--- config.mk ---
export PLATFORM = sky130hd
export DESIGN_NAME = fetch_unit
export DESIGN_NICKNAME = d
export VERILOG_FILES = /design/src/rtl/wisc_pkg.sv /design/src/rtl/pc_reg.sv /design/src/rtl/fetch_unit.sv
export SDC_FILE = /design/constraint.sdc
export NUM_CORES = 1
export LEC_CHECK = 0
export CAP_MARGIN = 20
export CORE_ASPECT_RATIO = 2
export CORE_MARGIN = 2
export CORE_UTILIZATION = 45
export DETAILED_ROUTE_END_ITERATION = 10
export GPL_ROUTABILITY_DRIVEN = 0
export MAX_ROUTING_LAYER = met4
export PLACE_DENSITY_LB_ADDON = 0.08
export SYNTH_ARGS = -nofsm -noshare
export SYNTH_HDL_FRONTEND = slang
export SYNTH_HIERARCHICAL = 1
export SYNTH_SLANG_ARGS = --single-unit
--- constraint.sdc ---
create_clock -name clk -period 2.25 [get_ports clk]
set_input_delay 0.45 -clock clk [delete_from_list [all_inputs] [get_ports clk]]
set_output_delay 0.45 -clock clk [all_outputs]
set_load 0.005 [all_outputs]
--- src/rtl/wisc_pkg.sv ---
// Shared fetch-unit definitions: state encoding, bubble word, exception vector
// and PC increment helper.
package wisc_pkg;

  localparam int PC_W = 16;

  localparam logic [PC_W-1:0] NOP_INSTR = 16'h0800;
  localparam logic [PC_W-1:0] EXCP_VEC  = 16'h0002;

  typedef enum logic [1:0] {
    ST_RUN    = 2'b00,
    ST_WAIT   = 2'b01,
    ST_HALTED = 2'b10
  } fetch_state_t;

  // Instructions are 2 bytes; the PC wraps FFFE -> 0000.
  function automatic logic [PC_W-1:0] pc_plus2(input logic [PC_W-1:0] pc);
    return pc + 16'h0002;
  endfunction

endpackage

--- src/rtl/pc_reg.sv ---
// Program counter: 16-bit register with load enable and synchronous reset.
module pc_reg
  import wisc_pkg::*;
#(
  parameter logic [PC_W-1:0] RESET_PC = 16'h0000
) (
  input  logic            clk,
  input  logic            rst,
  input  logic            load,
  input  logic [PC_W-1:0] d,
  output logic [PC_W-1:0] q
);

  // PC update: reset value, load, or hold
  always_ff @(posedge clk) begin
    if (rst) begin
      q <= RESET_PC;
    end else if (load) begin
      q <= d;
    end else begin
      q <= q;
    end
  end

endmodule

--- src/rtl/fetch_unit.sv ---
// Instruction fetch stage with wait/stall handling, redirects and halt.
// Define FETCH_EXCP_EN to enable excp/rti handling and the epc register.
module fetch_unit
  import wisc_pkg::*;
#(
  parameter logic [15:0] RESET_PC  = 16'h0000,
  parameter logic [15:0] EXCP_VEC  = wisc_pkg::EXCP_VEC,
  parameter logic [15:0] NOP_INSTR = wisc_pkg::NOP_INSTR
) (
  input  logic        clk,
  input  logic        rst,
  input  logic        stall,
  input  logic        redirect,
  input  logic [15:0] redirect_pc,
  input  logic        halt,
  input  logic        excp,
  input  logic        rti,
  input  logic [15:0] excp_pc,
  output logic [15:0] imem_addr,
  output logic        imem_en,
  input  logic        imem_done,
  input  logic [15:0] imem_data,
  output logic [15:0] if_instr,
  output logic [15:0] if_pc2,
  output logic        if_valid,
  output logic [15:0] epc
);

  fetch_state_t state, state_nxt;
  logic [15:0]  pc, pc_nxt;
  logic         pc_load;
  logic [15:0]  instr_nxt, pc2_nxt;
  logic         valid_nxt;
  logic         hold_valid, hold_valid_nxt;
  logic [15:0]  hold_data, hold_data_nxt;
  logic         fetch_req;
  logic         deliver;
  logic [15:0]  deliver_data;
  logic         excp_act, rti_act;
  logic [15:0]  epc_q;

  pc_reg #(.RESET_PC(RESET_PC)) u_pc (
    .clk  (clk),
    .rst  (rst),
    .load (pc_load),
    .d    (pc_nxt),
    .q    (pc)
  );

`ifdef FETCH_EXCP_EN
  assign excp_act = excp;
  assign rti_act  = rti;

  // Exception return PC, frozen while halted
  always_ff @(posedge clk) begin
    if (rst) begin
      epc_q <= 16'h0000;
    end else if (excp_act && (state != ST_HALTED)) begin
      epc_q <= excp_pc;
    end else begin
      epc_q <= epc_q;
    end
  end
`else
  logic unused_excp;
  assign unused_excp = ^{excp, rti, excp_pc};
  assign excp_act    = 1'b0;
  assign rti_act     = 1'b0;
  assign epc_q       = 16'h0000;
`endif

  assign epc       = epc_q;
  assign imem_addr = pc;
  assign imem_en   = fetch_req & ~rst;

  // Next-state, fetch request and pipeline-register selection
  always_comb begin
    state_nxt      = state;
    pc_load        = 1'b0;
    pc_nxt         = pc;
    instr_nxt      = if_instr;
    pc2_nxt        = if_pc2;
    valid_nxt      = if_valid;
    hold_valid_nxt = hold_valid;
    hold_data_nxt  = hold_data;
    fetch_req      = 1'b0;
    deliver        = 1'b0;
    deliver_data   = imem_data;

    if (state == ST_HALTED) begin
      state_nxt = ST_HALTED;
    end else if (excp_act || rti_act || redirect) begin
      // Squash: anything in flight or held is dropped, even if done this cycle
      pc_load = 1'b1;
      if (excp_act) begin
        pc_nxt = EXCP_VEC;
      end else if (rti_act) begin
        pc_nxt = epc_q;
      end else begin
        pc_nxt = redirect_pc;
      end
      state_nxt      = ST_RUN;
      instr_nxt      = NOP_INSTR;
      valid_nxt      = 1'b0;
      hold_valid_nxt = 1'b0;
    end else if (halt) begin
      state_nxt      = ST_HALTED;
      instr_nxt      = NOP_INSTR;
      valid_nxt      = 1'b0;
      hold_valid_nxt = 1'b0;
    end else if (hold_valid) begin
      if (stall) begin
        hold_valid_nxt = 1'b1;
      end else begin
        deliver        = 1'b1;
        deliver_data   = hold_data;
        hold_valid_nxt = 1'b0;
      end
    end else begin
      case (state)
        ST_RUN: begin
          if (stall) begin
            state_nxt = ST_RUN;
          end else begin
            fetch_req = 1'b1;
            if (imem_done) begin
              deliver = 1'b1;
            end else begin
              state_nxt = ST_WAIT;
              instr_nxt = NOP_INSTR;
              valid_nxt = 1'b0;
            end
          end
        end
        ST_WAIT: begin
          // The outstanding request stays asserted through a stall
          fetch_req = 1'b1;
          if (imem_done) begin
            state_nxt = ST_RUN;
            if (stall) begin
              hold_valid_nxt = 1'b1;
              hold_data_nxt  = imem_data;
            end else begin
              deliver = 1'b1;
            end
          end else begin
            state_nxt = ST_WAIT;
            if (stall) begin
              valid_nxt = if_valid;
            end else begin
              instr_nxt = NOP_INSTR;
              valid_nxt = 1'b0;
            end
          end
        end
        default: begin
          state_nxt = ST_RUN;
        end
      endcase
    end

    if (deliver) begin
      instr_nxt = deliver_data;
      pc2_nxt   = pc_plus2(pc);
      valid_nxt = 1'b1;
      pc_load   = 1'b1;
      pc_nxt    = pc_plus2(pc);
    end else begin
      deliver_data = imem_data;
    end
  end

  // State and fetch pipeline registers
  always_ff @(posedge clk) begin
    if (rst) begin
      state      <= ST_RUN;
      if_instr   <= NOP_INSTR;
      if_pc2     <= 16'h0000;
      if_valid   <= 1'b0;
      hold_valid <= 1'b0;
      hold_data  <= 16'h0000;
    end else begin
      state      <= state_nxt;
      if_instr   <= instr_nxt;
      if_pc2     <= pc2_nxt;
      if_valid   <= valid_nxt;
      hold_valid <= hold_valid_nxt;
      hold_data  <= hold_data_nxt;
    end
  end

endmodule

## Word level (Yosys, flattened, before mapping)

Cells that the tools add are included.

- Input port bits: 56
- Register bits after elaboration: 68

- Equality and inequality tests: 11
- Muxes and demuxes: 59
- Reductions and logical operators: 9
- Add/sub/neg operators: 1
- Bitwise operators: 6

Operators by type and width:

| kind | count |
|---|---|
| $mux 16 | 17 |
| $pmux 16 s2 | 1 |
| $mux 1 | 31 |
| $ne 5x5->1 const B | 4 |
| $add 16x2->16 const B | 1 |
| $mux 2 | 6 |
| $ne 4x3->1 const B | 2 |
| $reduce_and 7->1 | 1 |
| $ne 6x6->1 const B | 1 |
| $pmux 1 s2 | 3 |
| $reduce_and 6->1 | 1 |
| $not 1->1 | 5 |
| $reduce_bool 5->1 | 1 |
| $pmux 2 s2 | 1 |
| $reduce_and 2->1 | 2 |
| $reduce_or 4->1 | 1 |
| $ne 3x3->1 const B | 1 |
| $reduce_and 3->1 | 1 |
| $eq 2x1->1 const B | 1 |
| $eq 2x2->1 const B | 1 |
| $logic_not 2->1 | 1 |
| $ne 2x2->1 const B | 1 |
| $reduce_bool 2->1 | 1 |
| $and 1x1->1 | 1 |

## Depth between registers and ports, before layout

- Word-level depth: 9
- Depth in mapped cells: 9
- Depth with buffers taken out: 8

## By module

The synthesis kept the hierarchy.

Modules (own cells, without submodules):

| module | instances | cells each | area an instance (sq um) | sequential area each (sq um) |
|---|---|---|---|---|
| fetch_unit | 1 | 347 | 2711.4 | 1041.0 |
| pc_reg | 1 | 52 | 580.6 | 320.3 |

## Worst setup path before layout

No wires, ideal clock.

- Kind: input port to flip-flop
- From: input port redirect
- To: register u_pc.q[11]
- Path slack: 0.330 ns
- Path buffers: 4
- Data arrival time: 1.803 ns
- Stages on the path: 8
- Data required time: 2.133 ns
- Setup time: 0.117 ns
- Cells stage by stage: buf_6 > o311ai_2 > clkbuf_1 > inv_1 > buf_6 > buf_12 > mux2i_1 > nor2_1

- Word-level cells in the longest chain between the ends: 4

Ends and longest elaborated chain:

| element | line | source |
|---|---|---|
| from (decl) | fetch_unit.sv:13 | `input logic redirect,` |
| $mux 1 | fetch_unit.sv:92 | `end else if (excp_act \|\| rti_act \|\| redirect) begin` |
| $mux 1 | fetch_unit.sv:90 | `if (state == ST_HALTED) begin` |
| $mux 1 (*) | fetch_unit.sv:162 | `if (deliver) begin` |
| via pc_load | fetch_unit.sv:31 | `logic pc_load;` |
| $reduce_and 3->1 (no line) (*) | -- |  |
| to (signal assigned) | pc_reg.sv:21 | `q <= q;` |
| to (decl) | pc_reg.sv:11 | `output logic [PC_W-1:0] q` |

The timed path passes the listed nets; every way through them passes the cells marked *.
A chain may end at the register's enable or synchronous reset.

## Worst setup path in the final report

- From: input port stall
- To: output port imem_en

- Word-level cells in the longest chain between the ends: 7

Ends and longest elaborated chain:

| element | line | source |
|---|---|---|
| from (decl) | fetch_unit.sv:12 | `input logic stall,` |
| $mux 1 | fetch_unit.sv:122 | `if (stall) begin` |
| $pmux 1 s2 | fetch_unit.sv:120 | `case (state)` |
| $mux 1 | fetch_unit.sv:111 | `end else if (hold_valid) begin` |
| $mux 1 | fetch_unit.sv:106 | `end else if (halt) begin` |
| $mux 1 | fetch_unit.sv:92 |  |
| $mux 1 | fetch_unit.sv:90 |  |
| $and 1x1->1 | fetch_unit.sv:74 | `assign imem_en = fetch_req & ~rst;` |
| to (decl) | fetch_unit.sv:20 | `output logic imem_en,` |

Every way passes these cells.

==> reports/summary.txt <==
STATUS
------------------------------------------------------------------------------------
Outcome ...............................................................    completed

FINISH
------------------------------------------------------------------------------------
Design Area, Final ....................................................   4570 sq um
Fraction of final layout cells with drive strength greater than 1 .....        11.4%
Area growth from synthesis to layout ..................................        39.0%
Core Util, Final ......................................................        63.9%
Number of nets in the finished design .................................          555
Count of antenna diodes in the layout .................................            0

PLACEMENT
------------------------------------------------------------------------------------
Port bufs .............................................................           87
Placement Cell Area ...................................................   4310 sq um
Final HPWL DP .........................................................      5910 um

LOGIC SYNTHESIS
------------------------------------------------------------------------------------
Share of flip-flops with an asynchronous set or reset after synthesis .           0%
Area of the mapped netlist ............................................   3290 sq um
Synthesized netlist cell count ........................................          399
Post-Synthesis Mean Instance Area .....................................   8.25 sq um
Number of enable-type register cells in the synthesized netlist .......            0
Sequential fraction of the synthesis area .............................        41.4%
Number of warnings printed during yosys synthesis .....................            6
Main synth FF type ....................................................      dfxtp_1
Flip-flop and latch count after synthesis .............................           68
Distinct cell type count of the synthesized netlist ...................           49

CRITICAL PATH
------------------------------------------------------------------------------------
Top delay family on crit path ......................................... buffers and inverters
Ordered list of cells on the worst path ............................... clkdlybuf4s50_1 -> inv_1 -> o21ai_0 -> nor4_1 -> dlygate4sd2_1
Worst stage delay on the critical path ................................       560 ps
Required time at the endpoint of the critical path ....................      1800 ps
Slowest stage cell on the critical path ............................... clkdlybuf4s50_1
Category of the worst setup path capture point ........................  output port
CP startpoint kind .................................................... primary input
Kind of critical path ................................................. primary input to output port
Critical Path AT ......................................................      1610 ps
Maximum fanout count along the critical path ..........................            5
Buffers & Inverters on Critical Path ..................................            3

STA
------------------------------------------------------------------------------------
Time the worst path needs with I/O delays and setup ...................      2060 ps
Fmax achieved .........................................................    0.487 GHz
Worst clock skew ......................................................      5.21 ps
Final hold slack ......................................................       448 ps
Count of endpoints failing hold in the final timing report ............            0
Worst slew slack as a fraction of its limit ...........................        63.5%
Number of max-slew violations in the final report .....................            0
Final setup violation count ...........................................            0
Ratio of final minimum period to clock period .........................        91.3%
Post-route setup TNS ..................................................         0 ps
Setup repair after global routing missed its margin ...................        false
Actual transition at the worst max-transition pin .....................       548 ps

CLOCK TREE
------------------------------------------------------------------------------------
Sink count of the clock tree ..........................................           68
Clock Path Buffers ....................................................            2
CTS tree ..............................................................          yes
Number of instances resized during post-cts repair ....................            1
H-tree level count ....................................................            3
Number of setup buffers added after CTS ...............................            0
Later-pin clock latency in the skew report ............................       330 ps
Number of hold buffers added after cts ................................            0
Cell at the root of the clock tree ....................................    clkbuf_16
Clock Pin Slew Worst Setup and Hold Paths .............................        50 ps
TritonCTS Buffers .....................................................            9

FLOORPLAN
------------------------------------------------------------------------------------
Starting Density ......................................................        46.0%
Core ar. ..............................................................   7160 sq um
Die height ............................................................       125 um
Die span in x .........................................................      64.5 um
Total die area ........................................................   8060 sq um
Cell Rows .............................................................           44
Boundary Pins .........................................................          122

ROUTING
------------------------------------------------------------------------------------
Detailed Route Iter0 Violations .......................................          124
DRC violation count after routing .....................................            0
Via/cell ratio ........................................................         5.17
Post-Route WL .........................................................      8030 um
Routed vias ...........................................................         3070
Wire length per cell after detailed routing ...........................      13.5 um
Drt pass-1 iters ......................................................            4
Antenna-violating nets left ...........................................            0

GRT
------------------------------------------------------------------------------------
Via count of the first global-routing pass ............................         2967
Overflow after GRT ....................................................            0
Pin count of the biggest net entering global routing ..................           54
Global-route wire length before repair ................................     13500 um
Number of antenna violations at the first check in global routing .....            0
Total GRT Usage .......................................................        21.7%

WORST HOLD PATH
------------------------------------------------------------------------------------
Min-Delay Path Class .................................................. flop to flop

JOB
------------------------------------------------------------------------------------
Max Cap Viol ..........................................................            0

PWR
------------------------------------------------------------------------------------
VDD IR max ............................................................     0.484 mV
Power, Total ..........................................................      2910 uW
Leakage power summed over all cells ...................................   0.00160 uW
Power density over the cells ..........................................  635 nW/um^2

[per-stage QoR]
stage | cells | worst slack (ps)
2_1_floorplan | 414 | 330
3_3_place_gp | 579 | -42.2
3_5_place_dp | 579 | -89.4
4_1_cts | 594 | 209
5_1_grt | 594 | 90.5
6_report | 594 | 195
[layout by cell type (no fill, tap or decap), drive strengths merged, types with 3 or more instances in the layout]
cell           count
inv                9
clkinvlp           3
buf               31
xor2               3
clkbuf             9
a211oi            14
or3                3
o211ai             6
a22oi             23
nand3              6
nor3               6
nor2              43
nand2             68
nor2b              3
mux2i             16
o21ai             30
a21oi             24
conb              16
dfxtp             68
xnor2             10
nor4               3
clkdlybuf4s50     85
[layer usage]
layer / wire length (um) / global-route usage [%]
met4: 115 / 7.63
met1: 3530 / 26.1
met2: 4050 / 35.2
met5: 0 / -
met3: 327 / 4.95
[report_power, final]
part	switching (uW)	total [uW]	internal [uW]
combinational	167	375	207
clock	523	1260	737
sequential	36.6	1270	1230
[cell usage after synthesis, drive strengths merged, types with 2 or more instances]
master | n | share of area [%]
a211oi | 14 | 3.2
inv | 8 | 0.91
or3 | 3 | 0.57
a22oi | 23 | 5.2
a21oi | 24 | 3.8
nand3 | 6 | 1.1
nor3 | 6 | 0.91
xor2 | 3 | 0.80
o211ai | 6 | 1.7
mux2i | 16 | 4.9
clkbuf | 12 | 1.5
nand2 | 68 | 7.8
nor4 | 3 | 0.95
buf | 32 | 7.1
nand4 | 2 | 0.38
and3 | 2 | 0.38
xnor2 | 10 | 2.7
nor2 | 43 | 5.1
nor2b | 3 | 0.57
o21ai | 30 | 4.6
dfxtp | 68 | 41
[layout make-up]
class	instances	area (sq um)
flip-flops and latches	68	1360
clock inverters	6	41.3
repair buffers	117	1130
inverters	8	30.0
fillers	651	2580
multi-input cells	294	1670
clock buffers	9	225
well taps	92	115
[worst paths after layout]
| check | from | end | slack (ps) | cells after the start |
|---|---|---|---|---|
| hold / removal | if_instr[3] | if_instr[3] | 450 | 2 |
| setup / recovery | stall | imem_en | 190 | 5 |
| hold reg to reg | if_instr[3] | if_instr[3] | 450 | 2 |
| setup reg to reg | u_pc/q[3] | u_pc/q[10] | 310 | 7 |
[kinds of logic after synthesis]
| logic type | Yosys count | share of synthesized area, % |
|---|---|---|
| AO/OA/AOI/OAI | 104 | 20.5 |
| XOR/XNOR | 13 | 3.46 |
| adder cells (fa/ha/maj) | 1 | 0.380 |
| buffers and inverters | 52 | 9.50 |
| flip-flops | 68 | 41.4 |
| multiplexers | 17 | 5.21 |
| other | 1 | 0.114 |
| AND/OR/NAND/NOR | 143 | 19.5 |
[state kept, by name (all words and copies together), names as in the netlist]
signal and cells:
state 2, u_pc/q 16, if_pc2 16, if_valid 1
if_instr 16, hold_data 16, hold_valid 1
[tightest hold or removal path: cells and delay by family (launching register included)]
kind             cells  cell delay [ps]
flip-flops           1              310
AO/OA/AOI/OAI        1               50
AND/OR/NAND/NOR      1               50
Note: power is estimated with default switching activity, not from simulation.
